--- config.mk ---
export PLATFORM = sky130hd
export DESIGN_NAME = if_stage_flat
export DESIGN_NICKNAME = d
export VERILOG_FILES = /design/src/rtl/if_stage_pkg.sv /design/src/rtl/if_stage_if.sv /design/src/rtl/if_stage_skid_buf.sv /design/src/rtl/if_stage.sv /design/src/flat_wrapper.sv
export SDC_FILE = /design/constraint.sdc
export NUM_CORES = 1
export LEC_CHECK = 0
export BUFFER_PORTS_ARGS = -buffer_cell sky130_fd_sc_hd__buf_2
export CORE_MARGIN = 2
export CORE_UTILIZATION = 46
export CTS_CLUSTER_DIAMETER = 60
export CTS_CLUSTER_SIZE = 16
export DETAILED_ROUTE_END_ITERATION = 12
export GPL_TIMING_DRIVEN = 0
export PLACE_DENSITY = 0.72
export SLEW_MARGIN = 10
export SYNTH_ARGS = -nofsm -noshare
export SYNTH_HDL_FRONTEND = slang
export SYNTH_HIERARCHICAL = 1
export SYNTH_SLANG_ARGS = --single-unit
--- constraint.sdc ---
create_clock -name clk -period 1.8 [get_ports clk]
set_input_delay 0.36 -clock clk [delete_from_list [all_inputs] [get_ports clk]]
set_output_delay 0.36 -clock clk [all_outputs]
set_load 0.01 [all_outputs]
--- src/rtl/if_stage_pkg.sv ---
// Shared types and constants for the instruction fetch stage.
// State codes are plain localparams so older netlists and probes keep matching.
package if_stage_pkg;

  localparam logic [31:0] NOP_INST_DEFAULT = 32'h0000_0013;

  localparam logic [1:0] ST_FETCH = 2'd0;
  localparam logic [1:0] ST_WAIT  = 2'd1;
  localparam logic [1:0] ST_DRAIN = 2'd2;

  typedef struct packed {
    logic [31:0] pc;
    logic [31:0] inst;
  } fetch_pkt_t;

  function automatic logic [31:0] word_align(input logic [31:0] addr);
    return addr & 32'hFFFF_FFFC;
  endfunction

endpackage

--- src/rtl/if_stage_if.sv ---
// Fetch-stage bundle: redirect/stall from the pipeline, instruction memory
// handshake, and the IF/ID pipeline register outputs.
interface if_stage_if;

  logic        stall;
  logic        br_taken;
  logic [31:0] br_target;
  logic        imem_req;
  logic [31:0] imem_addr;
  logic        imem_rsp_vld;
  logic [31:0] imem_rsp_data;
  logic [31:0] IF_ID_pc;
  logic [31:0] IF_ID_inst;
  logic        IF_ID_vld;

  modport master (
    input  stall, br_taken, br_target, imem_rsp_vld, imem_rsp_data,
    output imem_req, imem_addr, IF_ID_pc, IF_ID_inst, IF_ID_vld
  );

  modport slave (
    output stall, br_taken, br_target, imem_rsp_vld, imem_rsp_data,
    input  imem_req, imem_addr, IF_ID_pc, IF_ID_inst, IF_ID_vld
  );

endinterface

--- src/rtl/if_stage_skid_buf.sv ---
// One-entry {pc,inst} holding slot for a response that lands while decode
// is stalled on a live instruction.
module if_skid_buf
  import if_stage_pkg::*;
(
  input  logic       clk,
  input  logic       rst,
  input  logic       flush,
  input  logic       load,
  input  logic       unload,
  input  fetch_pkt_t din,
  output logic       vld,
  output fetch_pkt_t dout
);

  always_ff @(posedge clk) begin
    if (rst || flush) begin
      vld <= 1'b0;
    end else if (load) begin
      vld <= 1'b1;
    end else if (unload) begin
      vld <= 1'b0;
    end
  end

  always_ff @(posedge clk) begin
    if (rst) begin
      dout <= '0;
    end else if (load) begin
      dout <= din;
    end
  end

endmodule

--- src/rtl/if_stage.sv ---
// Instruction fetch stage: single-outstanding fetch FSM feeding a registered
// IF/ID stage, with branch redirect/flush and stale-response draining.
module if_stage
  import if_stage_pkg::*;
#(
  parameter logic [31:0] RESET_PC = 32'h0000_0000,
  parameter logic [31:0] NOP_INST = NOP_INST_DEFAULT
) (
  input logic        clk,
  input logic        rst,
  if_stage_if.master bus
);

  logic [1:0]  state;
  logic [31:0] pc_q;
  logic [31:0] req_pc;
  logic [31:0] if_id_pc_q;
  logic [31:0] if_id_inst_q;
  logic        if_id_vld_q;
  logic        buf_vld;
  fetch_pkt_t  buf_pkt;
  fetch_pkt_t  rsp_pkt;
  logic        imem_req;
  logic        hold;
  logic        rsp_take;
  logic        to_buf;
  logic        from_buf;

  assign hold     = if_id_vld_q && bus.stall;
  assign imem_req = !rst && (state == ST_FETCH) && !buf_vld && !hold && !bus.br_taken;
  assign rsp_take = (state == ST_WAIT) && bus.imem_rsp_vld && !bus.br_taken;
  assign to_buf   = rsp_take && hold;
  assign from_buf = !rsp_take && if_id_vld_q && !bus.stall && buf_vld;

  assign rsp_pkt.pc   = req_pc;
  assign rsp_pkt.inst = bus.imem_rsp_data;

  assign bus.imem_req   = imem_req;
  assign bus.imem_addr  = pc_q;
  assign bus.IF_ID_pc   = if_id_pc_q;
  assign bus.IF_ID_inst = if_id_inst_q;
  assign bus.IF_ID_vld  = if_id_vld_q;

  always_ff @(posedge clk) begin
    if (rst) begin
      state  <= ST_FETCH;
      pc_q   <= RESET_PC;
      req_pc <= RESET_PC;
    end else if (bus.br_taken) begin
      pc_q <= word_align(bus.br_target);
      // A response landing with the redirect closes the outstanding slot, so
      // neither WAIT nor DRAIN is left waiting for a reply that never comes.
      if (state != ST_FETCH && bus.imem_rsp_vld) begin
        state <= ST_FETCH;
      end else if (state == ST_WAIT) begin
        state <= ST_DRAIN;
      end
    end else begin
      case (state)
        ST_FETCH: begin
          if (imem_req) begin
            req_pc <= pc_q;
            state  <= ST_WAIT;
          end
        end
        ST_WAIT: begin
          if (bus.imem_rsp_vld) begin
            pc_q  <= req_pc + 32'd4;
            state <= ST_FETCH;
          end
        end
        ST_DRAIN: begin
          if (bus.imem_rsp_vld) begin
            state <= ST_FETCH;
          end
        end
        default: state <= ST_FETCH;
      endcase
    end
  end

  always_ff @(posedge clk) begin
    if (rst) begin
      if_id_vld_q  <= 1'b0;
      if_id_pc_q   <= 32'h0000_0000;
      if_id_inst_q <= NOP_INST;
    end else if (bus.br_taken) begin
      if_id_vld_q  <= 1'b0;
      if_id_inst_q <= NOP_INST;
    end else if (rsp_take && !hold) begin
      if_id_vld_q  <= 1'b1;
      if_id_pc_q   <= req_pc;
      if_id_inst_q <= bus.imem_rsp_data;
    end else if (from_buf) begin
      if_id_pc_q   <= buf_pkt.pc;
      if_id_inst_q <= buf_pkt.inst;
    end else if (if_id_vld_q && !bus.stall) begin
      if_id_vld_q  <= 1'b0;
      if_id_inst_q <= NOP_INST;
    end
  end

  if_skid_buf u_skid (
    .clk    (clk),
    .rst    (rst),
    .flush  (bus.br_taken),
    .load   (to_buf),
    .unload (from_buf),
    .din    (rsp_pkt),
    .vld    (buf_vld),
    .dout   (buf_pkt)
  );

endmodule

--- src/flat_wrapper.sv ---
// flat-port wrapper written by rule: the top's interface ports become plain ports
module if_stage_flat import if_stage_pkg::*;
#(
  parameter logic [31:0] RESET_PC = 32'h0000_0000,
  parameter logic [31:0] NOP_INST = NOP_INST_DEFAULT
)
  (clk, rst, bus_stall, bus_br_taken, bus_br_target, bus_imem_rsp_vld, bus_imem_rsp_data, bus_imem_req, bus_imem_addr, bus_IF_ID_pc, bus_IF_ID_inst, bus_IF_ID_vld);
  if_stage_if bus_i ();
  input logic clk;
  input logic rst;
  input wire logic [$bits(bus_i.stall)-1:0] bus_stall;
  input wire logic [$bits(bus_i.br_taken)-1:0] bus_br_taken;
  input wire logic [$bits(bus_i.br_target)-1:0] bus_br_target;
  input wire logic [$bits(bus_i.imem_rsp_vld)-1:0] bus_imem_rsp_vld;
  input wire logic [$bits(bus_i.imem_rsp_data)-1:0] bus_imem_rsp_data;
  output wire logic [$bits(bus_i.imem_req)-1:0] bus_imem_req;
  output wire logic [$bits(bus_i.imem_addr)-1:0] bus_imem_addr;
  output wire logic [$bits(bus_i.IF_ID_pc)-1:0] bus_IF_ID_pc;
  output wire logic [$bits(bus_i.IF_ID_inst)-1:0] bus_IF_ID_inst;
  output wire logic [$bits(bus_i.IF_ID_vld)-1:0] bus_IF_ID_vld;
  assign bus_i.stall = bus_stall;
  assign bus_i.br_taken = bus_br_taken;
  assign bus_i.br_target = bus_br_target;
  assign bus_i.imem_rsp_vld = bus_imem_rsp_vld;
  assign bus_i.imem_rsp_data = bus_imem_rsp_data;
  assign bus_imem_req = bus_i.imem_req;
  assign bus_imem_addr = bus_i.imem_addr;
  assign bus_IF_ID_pc = bus_i.IF_ID_pc;
  assign bus_IF_ID_inst = bus_i.IF_ID_inst;
  assign bus_IF_ID_vld = bus_i.IF_ID_vld;
  if_stage #(.RESET_PC(RESET_PC), .NOP_INST(NOP_INST)) u_core (.clk(clk), .rst(rst), .bus(bus_i));
endmodule
==> results.cfg <==
[run_status]
run_status = finished with violations
failed_checks = negative setup slack

[cts]
cts_made_buffers = 17
h-tree-depth = 4
clk_pin_slew_worst_paths_ns = 0.07
clock_sink_count = 196
clock_latency_ns = 0.44
ctsHoldBuffers = 0
cts-root-buf = clkbuf_16
cts_buffer_depth = 2
cts_tree = yes

[job]
timing.max_cap.violations = 0

[global_routing]
grt_usage_pct = 25.8
grt.overflow.total = 0
grt_pass1_vias = 7220
antenna_found_initial = 0
grt_start_max_net_pins = 17
grt_pass1_wl_mm = 37.5

[floorplan]
die_height_um = 137
die_area_um2 = 18700
start_util_pct = 46.9
die_x_um = 137
core_area_um2 = 17200
rows = 48
ios = 167

[synthesis]
syn_inst = 936
ys_seq_area_share_pct = 48.5
synth_top_area_share_pct = 48.5
synth_area_um2 = 8090
synthDistinctLibCells = 49
synthTopCellsByArea = dfxtp_1 (48%), nand2_1 (8.0%), mux2i_1 (7.9%), nor2_1 (7.7%), a21oi_1 (4.0%)
synthArstFlopShare_pct = 0
yosys_register_bits = 196
syn_avg_cell_area_um2 = 8.64
yosys_warnings = 6
synth-edff-count = 0
ys.flop_type = dfxtp_1
syn-num-nets = 1008
synth_area_leader_cell = dfxtp_1

[routing]
wl_per_cell_um = 17.8
num_vias = 7840
drcViolationCount = 0
drt_pass1_iterations = 6
drtAntennaViolNets = 0
drtIter0Drc = 661
routed_via_density = 5.64
wirelength_mm = 24.7

[timing]
rsz0062_at_grt = true
slew_headroom_pct = 48.8
timing.final.crit_share_pct = 101
skew_ns = 0.00927
setup_tns_ns = -0.0747
drv_slew = 0
tightest_slew_ns = 0.767
fmax_mhz = 548
fin_crit_ns = 1.83
hold_violations = 0
finalSetupViolCount = 6
setup_ws_ns = -0.0256

[final_layout]
drive_above_1_share_pct = 29.6
layout_commonest_cell = dfxtp_1
fillers = 1441
fin_area_um2 = 10700
layout_common_cells = dfxtp_1 (177), nand2_1 (170), buf_2 (168), nor2_1 (161)
synthToLayoutAreaGrowth_pct = 32.0
diodes = 0
nets = 1223

[placement]
dp.final_hpwl_mm = 16.2
gp_congestion = 0.836
placed_area_um2 = 9190
io_buffers = 163

[min_path]
hp-start = bus_br_target[3]
hold_depth = 3
min_to = u_core/bus.imem_addr[3]$_SDFFE_PP0P_
hp-class = input pin to register

[setup_path]
cp.depth = 9
r2r_start = u_core/state[1]$_SDFFE_PP0P_
r2r_setup_slack_ns = -0.03
crit_path_cell_trace = inv_2 -> ha_4 -> nand3b_1 -> buf_6 -> nand3_4 -> o21ai_2 -> buf_4 -> nor2_1 -> a311oi_2
crit_required_ns = 2.14
worst-r2r-cell-count = 9
cp_max_fo = 5
worst_ep_arrival_time_ns = 2.17
cp_top_family = compound AO/OA/AOI/OAI gates
worstSetupPathType = register to register
r2r-end = u_core/bus.IF_ID_pc[1]$_SDFFE_PP0P_
path_buf_inv = 3
end_kind = register
slowest_stage = dfxtp_2
crit_path_start_kind = register
critPathMaxStageDelay_ns = 0.34

[power]
p_total_mw = 9.18
vdd_drop_max_v = 0.000747
powerDensity_nw_per_um2 = 860
leakagePower_nw = 4.08
-- routing by layer --
metal / vias up / part of all wire, % / global-route usage [%]
met3: 43 / 8.6 / 7.56
met5: - / 0 / 0
met1: 3758 / 41 / 32.6
met2: 345 / 49 / 42.2
met4: 0 / 2.2 / 8.80
li1: 3694 / - / -
-- logic make-up (layout without fill, tap and decap cells) --
family                   Yosys count  count (layout)  synth area share, %
XOR/XNOR                          28              28                 3.03
flip-flops                       196             196                 48.5
buffers and inverters             81             307                 4.78
AO/OA/AOI/OAI                    169             170                 14.6
adder cells (fa/ha/maj)            3               3                0.464
AND/OR/NAND/NOR                  395             396                 20.7
multiplexers                      64              64                 7.92
-- worst max-delay path by stage --
stage,startpoint,slack [ns],endpoint
2_1_floorplan,rst,0.009,bus_imem_req
5_1_grt,u_core/state[1]$_SDFFE_PP0P_,-0.09,u_core/bus.IF_ID_pc[25]$_SDFFE_PP0P_
6_report,u_core/state[1]$_SDFFE_PP0P_,-0.03,u_core/bus.IF_ID_pc[1]$_SDFFE_PP0P_
3_5_place_dp,u_core/state[0]$_SDFFE_PP0P_,-0.63,u_core/bus.IF_ID_pc[29]$_SDFFE_PP0P_
4_1_cts,u_core/state[0]$_SDFFE_PP0P_,-0.01,bus_imem_req
3_3_place_gp,u_core/state[1]$_SDFFE_PP0P_,-0.60,u_core/bus.IF_ID_pc[26]$_SDFFE_PP0P_
-- Yosys cell counts (all sizes together) (2+ instances only) --
cell,n
nor3b,2
a211o,3
dfxtp,196
buf,25
nand3,13
ha,3
clkbuf,48
nor2b,3
a21oi,65
inv,8
a222oi,29
or2,2
nor2,167
a311oi,32
o21ai,7
a211oi,3
nand4,2
nand2,173
and3,6
nor3,10
xor2,6
a31oi,2
xnor2,22
and2,2
nor4,9
mux2i,64
o22ai,25
and4,2
-- worst register-to-register path, cell delays in order (launching register included) --
cell and delay [ns]:
dfxtp_2 0.34, inv_2 0.05, ha_4 0.17, nand3b_1 0.10
buf_6 0.15, nand3_4 0.14, o21ai_2 0.32, buf_4 0.18
nor2_1 0.06, a311oi_2 0.24
-- power breakdown --
part	internal, mW	switching [mW]
Clock	2.40	1.69
Sequential	4.40	0.0764
Combinational	0.238	0.380
-- state kept, by name, summed over array words and instances (netlist names) --
name,cells
u_core/bus.imem_addr,32
u_core/bus.IF_ID_inst,32
u_core/u_skid/dout,64
u_core/bus.IF_ID_vld,1
u_core/req_pc,32
u_core/u_skid/vld,1
u_core/state,2
u_core/bus.IF_ID_pc,32
-- stage by stage --
step	hold slack, ns	setup slack [ns]	utilization [%]	cells
6_report	0.157	-0.0256	62.0	1389
5_1_grt	0.169	-0.0883	62.0	1389
4_1_cts	0.149	-0.0107	59.6	1374
3_5_place_dp	0.464	-0.634	53.3	1324
3_3_place_gp	0.461	-0.598	53.3	1324
2_1_floorplan	0.458	0.00926	-	936
-- layout make-up --
class                      instances  area, µm²  area share, %
buffer                            70        505           4.73
clock buffer                      20        457           4.28
clock inverter                    12        176           1.65
inverter                           8       32.5          0.305
multi-input combinational        661       4120           38.6
sequential                       196       3970           37.1
tap                              225        282           2.64
timing repair buffer             197       1140           10.7
-- repair_timing --
action                     4_1_cts  5_1_grt
setup endpoints to repair       89      144
gates resized for setup         94       86
pin swaps                        6       31
cloned                           4        1
buffers inserted                14       17
Power figures use the tool's default switching activity.
